--- config.mk ---
export PLATFORM = sky130hd
export DESIGN_NAME = move_sequencer
export DESIGN_NICKNAME = d
export VERILOG_FILES = /design/src/rtl/board_pkg.sv /design/src/rtl/sq_decoder.sv /design/src/rtl/move_sequencer.sv
export SDC_FILE = /design/constraint.sdc
export NUM_CORES = 1
export LEC_CHECK = 0
export CAP_MARGIN = 5
export CORE_MARGIN = 2
export CORE_UTILIZATION = 40
export DETAILED_ROUTE_END_ITERATION = 10
export PLACE_DENSITY = 0.77
export SLEW_MARGIN = 30
export SYNTH_ARGS = -nofsm -noshare
export SYNTH_HDL_FRONTEND = slang
export SYNTH_SLANG_ARGS = --single-unit
--- constraint.sdc ---
create_clock -name clk -period 2 [get_ports clk]
set_input_delay 0.3 -clock clk [delete_from_list [all_inputs] [get_ports clk]]
set_output_delay 0.3 -clock clk [all_outputs]
set_load 0.005 [all_outputs]
--- src/rtl/board_pkg.sv ---
// Shared board definitions: geometry, command encodings, piece fields and
// the sequencer state type.
package board_pkg;

    localparam int NUM_SQ  = 64;
    localparam int SQ_W    = 6;
    localparam int PIECE_W = 10;

    localparam int OCC_BIT   = 9;
    localparam int COLOR_BIT = 8;

    localparam logic [PIECE_W-1:0] EMPTY_PIECE = '0;

    typedef enum logic [1:0] {
        OP_MOVE      = 2'd0,
        OP_PLACE     = 2'd1,
        OP_CLEAR_ALL = 2'd2,
        OP_RSVD      = 2'd3
    } op_e;

    typedef enum logic [2:0] {
        ST_IDLE,
        ST_RD_SRC,
        ST_RD_DST,
        ST_CHECK,
        ST_WR_DST,
        ST_CLR_SRC,
        ST_CLR_ALL,
        ST_RESP
    } state_e;

    // A move is legal when the source holds a piece, the squares differ and
    // the destination is either empty or holds an opposing piece.
    function automatic logic move_legal(
        input logic [SQ_W-1:0]    src,
        input logic [SQ_W-1:0]    dst,
        input logic [PIECE_W-1:0] src_piece,
        input logic [PIECE_W-1:0] dst_piece
    );
        logic same_colour_block;
        same_colour_block = dst_piece[OCC_BIT] &&
                            (dst_piece[COLOR_BIT] == src_piece[COLOR_BIT]);
        return src_piece[OCC_BIT] && (src != dst) && !same_colour_block;
    endfunction

endpackage

--- src/rtl/sq_decoder.sv ---
// Square index to one-hot enable decoder, gated by a single enable.
module sq_decoder #(
    parameter int N = 64,
    parameter int W = 6
) (
    input  logic [W-1:0] idx,
    input  logic         en,
    output logic [N-1:0] onehot
);

    genvar gi;
    generate
        for (gi = 0; gi < N; gi++) begin : g_dec
            assign onehot[gi] = en && (idx == W'(gi));
        end
    endgenerate

endmodule

--- src/rtl/move_sequencer.sv ---
// Command sequencer for the board piece registers: runs MOVE (read, validate,
// write, clear), PLACE and CLEAR_ALL, and is the only writer of the board.
module move_sequencer
    import board_pkg::*;
(
    input  logic                clk,
    input  logic                rst,
    input  logic                cmd_valid,
    output logic                cmd_ready,
    input  logic [1:0]          cmd_op,
    input  logic [SQ_W-1:0]     cmd_src,
    input  logic [SQ_W-1:0]     cmd_dst,
    input  logic [PIECE_W-1:0]  cmd_piece,
    output logic [SQ_W-1:0]     rd_addr,
    input  logic [PIECE_W-1:0]  rd_data,
    output logic [NUM_SQ-1:0]   sq_enable,
    output logic [PIECE_W-1:0]  sq_wdata,
    output logic                done,
    output logic                err,
    output logic                cap_valid,
    output logic [PIECE_W-1:0]  cap_piece
);

    state_e               state_reg, state_next;
    op_e                  op_reg;
    logic [SQ_W-1:0]      src_reg, dst_reg;
    logic [PIECE_W-1:0]   piece_reg;
    logic [PIECE_W-1:0]   src_piece_reg, dst_piece_reg;
    logic [PIECE_W-1:0]   cap_piece_reg;
    logic                 err_reg, cap_flag_reg;

    logic                 accept;
    logic                 move_ok;
    logic [SQ_W-1:0]      dec_idx;
    logic                 dec_en;
    logic [NUM_SQ-1:0]    dec_onehot;

    assign accept  = cmd_valid && (state_reg == ST_IDLE);
    assign move_ok = move_legal(src_reg, dst_reg, src_piece_reg, dst_piece_reg);

    // Single-square writes: destination in WR_DST, source in CLR_SRC.
    assign dec_idx = (state_reg == ST_WR_DST) ? dst_reg : src_reg;
    assign dec_en  = (state_reg == ST_WR_DST) || (state_reg == ST_CLR_SRC);

    sq_decoder #(
        .N (NUM_SQ),
        .W (SQ_W)
    ) u_dec (
        .idx    (dec_idx),
        .en     (dec_en),
        .onehot (dec_onehot)
    );

    // State register.
    always_ff @(posedge clk or negedge rst) begin
        if (!rst) begin
            state_reg <= ST_IDLE;
        end else begin
            state_reg <= state_next;
        end
    end

    // Command latch, board read capture and response bookkeeping.
    always_ff @(posedge clk or negedge rst) begin
        if (!rst) begin
            op_reg        <= OP_MOVE;
            src_reg       <= '0;
            dst_reg       <= '0;
            piece_reg     <= EMPTY_PIECE;
            src_piece_reg <= EMPTY_PIECE;
            dst_piece_reg <= EMPTY_PIECE;
            cap_piece_reg <= EMPTY_PIECE;
            err_reg       <= 1'b0;
            cap_flag_reg  <= 1'b0;
        end else begin
            if (accept) begin
                op_reg       <= op_e'(cmd_op);
                src_reg      <= cmd_src;
                dst_reg      <= cmd_dst;
                piece_reg    <= cmd_piece;
                err_reg      <= (op_e'(cmd_op) == OP_RSVD);
                cap_flag_reg <= 1'b0;
            end
            if (state_reg == ST_RD_SRC) begin
                src_piece_reg <= rd_data;
            end
            if (state_reg == ST_RD_DST) begin
                dst_piece_reg <= rd_data;
            end
            if (state_reg == ST_CHECK) begin
                err_reg <= !move_ok;
            end
            // Only a completed MOVE updates the capture report; everything
            // else leaves cap_piece at its previous value.
            if (state_reg == ST_CLR_SRC) begin
                cap_flag_reg  <= dst_piece_reg[OCC_BIT];
                cap_piece_reg <= dst_piece_reg;
            end
        end
    end

    // Next-state sequencing for each command type.
    always_comb begin
        state_next = state_reg;
        case (state_reg)
            ST_IDLE: begin
                if (accept) begin
                    case (op_e'(cmd_op))
                        OP_MOVE:      state_next = ST_RD_SRC;
                        OP_PLACE:     state_next = ST_WR_DST;
                        OP_CLEAR_ALL: state_next = ST_CLR_ALL;
                        default:      state_next = ST_RESP;
                    endcase
                end
            end
            ST_RD_SRC:  state_next = ST_RD_DST;
            ST_RD_DST:  state_next = ST_CHECK;
            ST_CHECK:   state_next = move_ok ? ST_WR_DST : ST_RESP;
            ST_WR_DST:  state_next = (op_reg == OP_MOVE) ? ST_CLR_SRC : ST_RESP;
            ST_CLR_SRC: state_next = ST_RESP;
            ST_CLR_ALL: state_next = ST_RESP;
            ST_RESP:    state_next = ST_IDLE;
            default:    state_next = ST_IDLE;
        endcase
    end

    // Outputs decoded from the current state; all idle at zero.
    always_comb begin
        cmd_ready = 1'b0;
        rd_addr   = '0;
        sq_enable = '0;
        sq_wdata  = EMPTY_PIECE;
        done      = 1'b0;
        err       = 1'b0;
        cap_valid = 1'b0;
        case (state_reg)
            ST_IDLE:   cmd_ready = 1'b1;
            ST_RD_SRC: rd_addr = src_reg;
            ST_RD_DST: rd_addr = dst_reg;
            ST_WR_DST: begin
                sq_enable = dec_onehot;
                sq_wdata  = (op_reg == OP_MOVE) ? src_piece_reg : piece_reg;
            end
            ST_CLR_SRC: sq_enable = dec_onehot;
            ST_CLR_ALL: sq_enable = '1;
            ST_RESP: begin
                done      = 1'b1;
                err       = err_reg;
                cap_valid = cap_flag_reg;
            end
            default: ;
        endcase
    end

    assign cap_piece = cap_piece_reg;

endmodule

==> summary.txt, run 1 <==
Status = finished, violations left
Failing checks = negative setup slack
Synthesized area per cell = 9.51 um2
Main synth FF type = dfrtp_1
DRC Markers = 0
Antenna violations before repair = 0
Vias/cell = 5.37
Maxcap violations = 0
# diodes = 0
HP Class = primary input to async pin
Vias in the first global route = 3619
Worst-margin pin slew = 0.538 ns
Final Max Slew Viols = 0
Power Density = 1750 nW/um2
Longest Clk Path Bufs = 2
Worst setup EP type = output pin
Max IR drop VDD = 0.000852 V
First drt pass iteration count = 4
Relative slew slack = 63.8%
Synth top cells by count = dfrtp_1 (59), mux2_2 (50), nand2_1 (47)
Library cells used by synthesis = 41
Global-route wire length before repair = 17900 um
Routed length per instance = 18.4 um
Worst hold slack = 0.476 ns
Clk_skew = 0.00872 ns
TritonCTS Sinks = 59
Final net count = 601
Gpl congestion = 0.838
EDFF count, synth = 0
Area leader, netlist = dfrtp_1
F_max = 374 MHz
TritonCTS clock tree = done
Syn_nets = 391
H-tree depth = 3
Die Wd = 95.4 um
I/O Buffers = 130
Routed wire length = 12400 um
Arr. time, crit path = 2.37 ns
Row cnt = 33
Crit path required time = 1.70 ns
Largest net degree at the start of global routing = 55
Final setup viols = 67
CTS root buf = clkbuf_8
Total power = 0.0105 W
Synthesis-to-layout area growth = 78.9%
Die area = 9090 um2
GRT Overall Usage = 26.0%
Fraction of registers with async set or reset after synthesis = 100%
Top Ports = 131
Final worst setup slack = -0.671 ns
Via count = 3606
Startpoint type of the worst setup path = register
LEAKAGE = 2.83 nW
Share of the synthesized area in the top cell type = 44.2%
Dpl ws = -0.656 ns
DP HPWL = 7990 um
Total negative setup slack = -36.38 ns
CTS clk-pin slew, worst paths = 0.07 ns
Cell Area, Synth = 3340 um2
Starting Density = 41.0%
Core region area = 8130 um2
Yosys warnings = 0
Clock latency on the worst-skew pair = 0.34 ns
Area contributors post-synth = dfrtp_1 (44%), mux2_2 (17%), nand2_1 (5.3%)
Post-route ant nets = 0
Die Height = 95.4 um
Post-synthesis sequential area ratio = 44.2%
Crit path kind = register to output pin
Most common cell in the synthesized netlist = dfrtp_1
Inserted Clock Buffers = 9
GRT overflow = 0
Initial DRC Count = 182
Final Hold Viols = 0
Tmin final = 2.67 ns
Tcrit/Tclk final = 134%
Max FO, Critical Path = 5
RSZ-0062 raised after global routing = yes
FF+latch count, synth = 59
Gate Count Post-Synth = 351
Fraction of layout cells with a size suffix above 1 = 61.0%
[path summary, 6_finish.rpt]
path,from,end,cells after the start,slack [ns]
min in group clk,cap_piece[9],cap_piece[9],2,0.48
setup reg to reg,state_reg[2],src_piece_reg[8],8,0.17
setup / recovery,state_reg[0],sq_enable[2],9,-0.67
hold reg to reg,cap_piece[9],cap_piece[9],2,0.48
max in group asynchronous,rst,cap_piece[8],3,0.93
hold / removal,rst,piece_reg[5],2,0.48
[placed cells by master, fill, tap and decap left out, types with 3 or more instances in the layout]
master	n
clkbuf_2	4
mux2_2	50
a22o_1	6
o21ai_2	42
o21ai_1	10
clkdlybuf4s50_1	45
dfrtp_1	59
nand2_4	8
o21ai_0	7
nand2_8	7
buf_12	9
buf_2	77
mux2i_4	4
inv_1	7
clkbuf_8	10
nor2_4	4
nand2_1	36
buf_6	34
and2b_4	3
nand3_2	4
ha_1	3
xor2_1	7
a21oi_2	18
nand3_1	4
clkinv_2	3
nor2_1	6
and2_1	4
dlymetal6s2s_1	4
buf_4	50
[cell families (layout without fill, tap and decap cells)]
kind of cell               Yosys count  count (layout)  synth area share (%)
adders and majority gates            3               3                  1.12
buffers and inverters               36             250                  4.83
and+or+nand+nor                     95              96                  13.7
muxes                               54              54                  18.3
AOI/OAI and AO/OA                   97              97                  16.0
DFF                                 59              59                  44.2
xor gates and xnor gates             7               7                  1.84
[stage by stage]
stage,area (um2),utilization [%],instances
final,5970,73.4,671
after global routing,5970,73.4,671
after CTS,5700,70.1,661
after detailed placement,5120,62.9,602
after floorplan,3430,-,351
after global placement,5120,62.9,602
[where the power goes]
| group | internal, W | switching, W |
|---|---|---|
| clock | 0.000602 | 0.000455 |
| combinational | 0.00376 | 0.00344 |
| sequential | 0.00181 | 0.000418 |
| total | 0.00617 | 0.00431 |
[worst max-delay path: stages (launching register included)]
cell and delay (ns):
dfrtp_1 0.38, or3b_1 0.39, buf_6 0.16, mux2i_4 0.28, and2_4 0.23, buf_6 0.14, buf_4 0.12, nand2_4 0.06
o21ai_1 0.14, buf_2 0.14
[what timing repair did]
| item | CTS | global route |
|---|---|---|
| hold endpoints to repair | 21 | 0 |
| hold buffers | 1 | 0 |
| setup buffers | 42 | 15 |
| cloned | 1 | 0 |
| pin swaps | 46 | 22 |
| endpoints found under the setup margin | 84 | 84 |
| gates resized for setup | 391 | 76 |
[routing by layer]
metal	GRT usage, %	vias to the layer above	part of all wire, %	routed length, um
li1	-	1659	-	-
met1	26.7	1749	37	4560
met2	48.5	165	52	6410
met3	6.64	33	7.7	954
met4	13.0	0	3.7	453
met5	0	-	0	0
[area by class of cell]
| type | instances | area, um2 |
|---|---|---|
| Multi-Input combinational cell | 257 | 2270 |
| Fill cell | 538 | 2160 |
| Timing Repair Buffer | 225 | 1870 |
| Sequential cell | 59 | 1480 |
| Clock buffer | 11 | 141 |
| Tap cell | 105 | 131 |
| Clock inverter | 5 | 52.6 |
| Inverter | 9 | 33.8 |
(Power assumes the default switching activity.)
==> run 2: changes to the inputs <==
ABC_CLOCK_PERIOD_IN_PS = 2000   (was default)
CAP_MARGIN = default   (was 5)
==> results of run 2 <==
No change in the layout: final DEF, timing and power equal those of run 1.
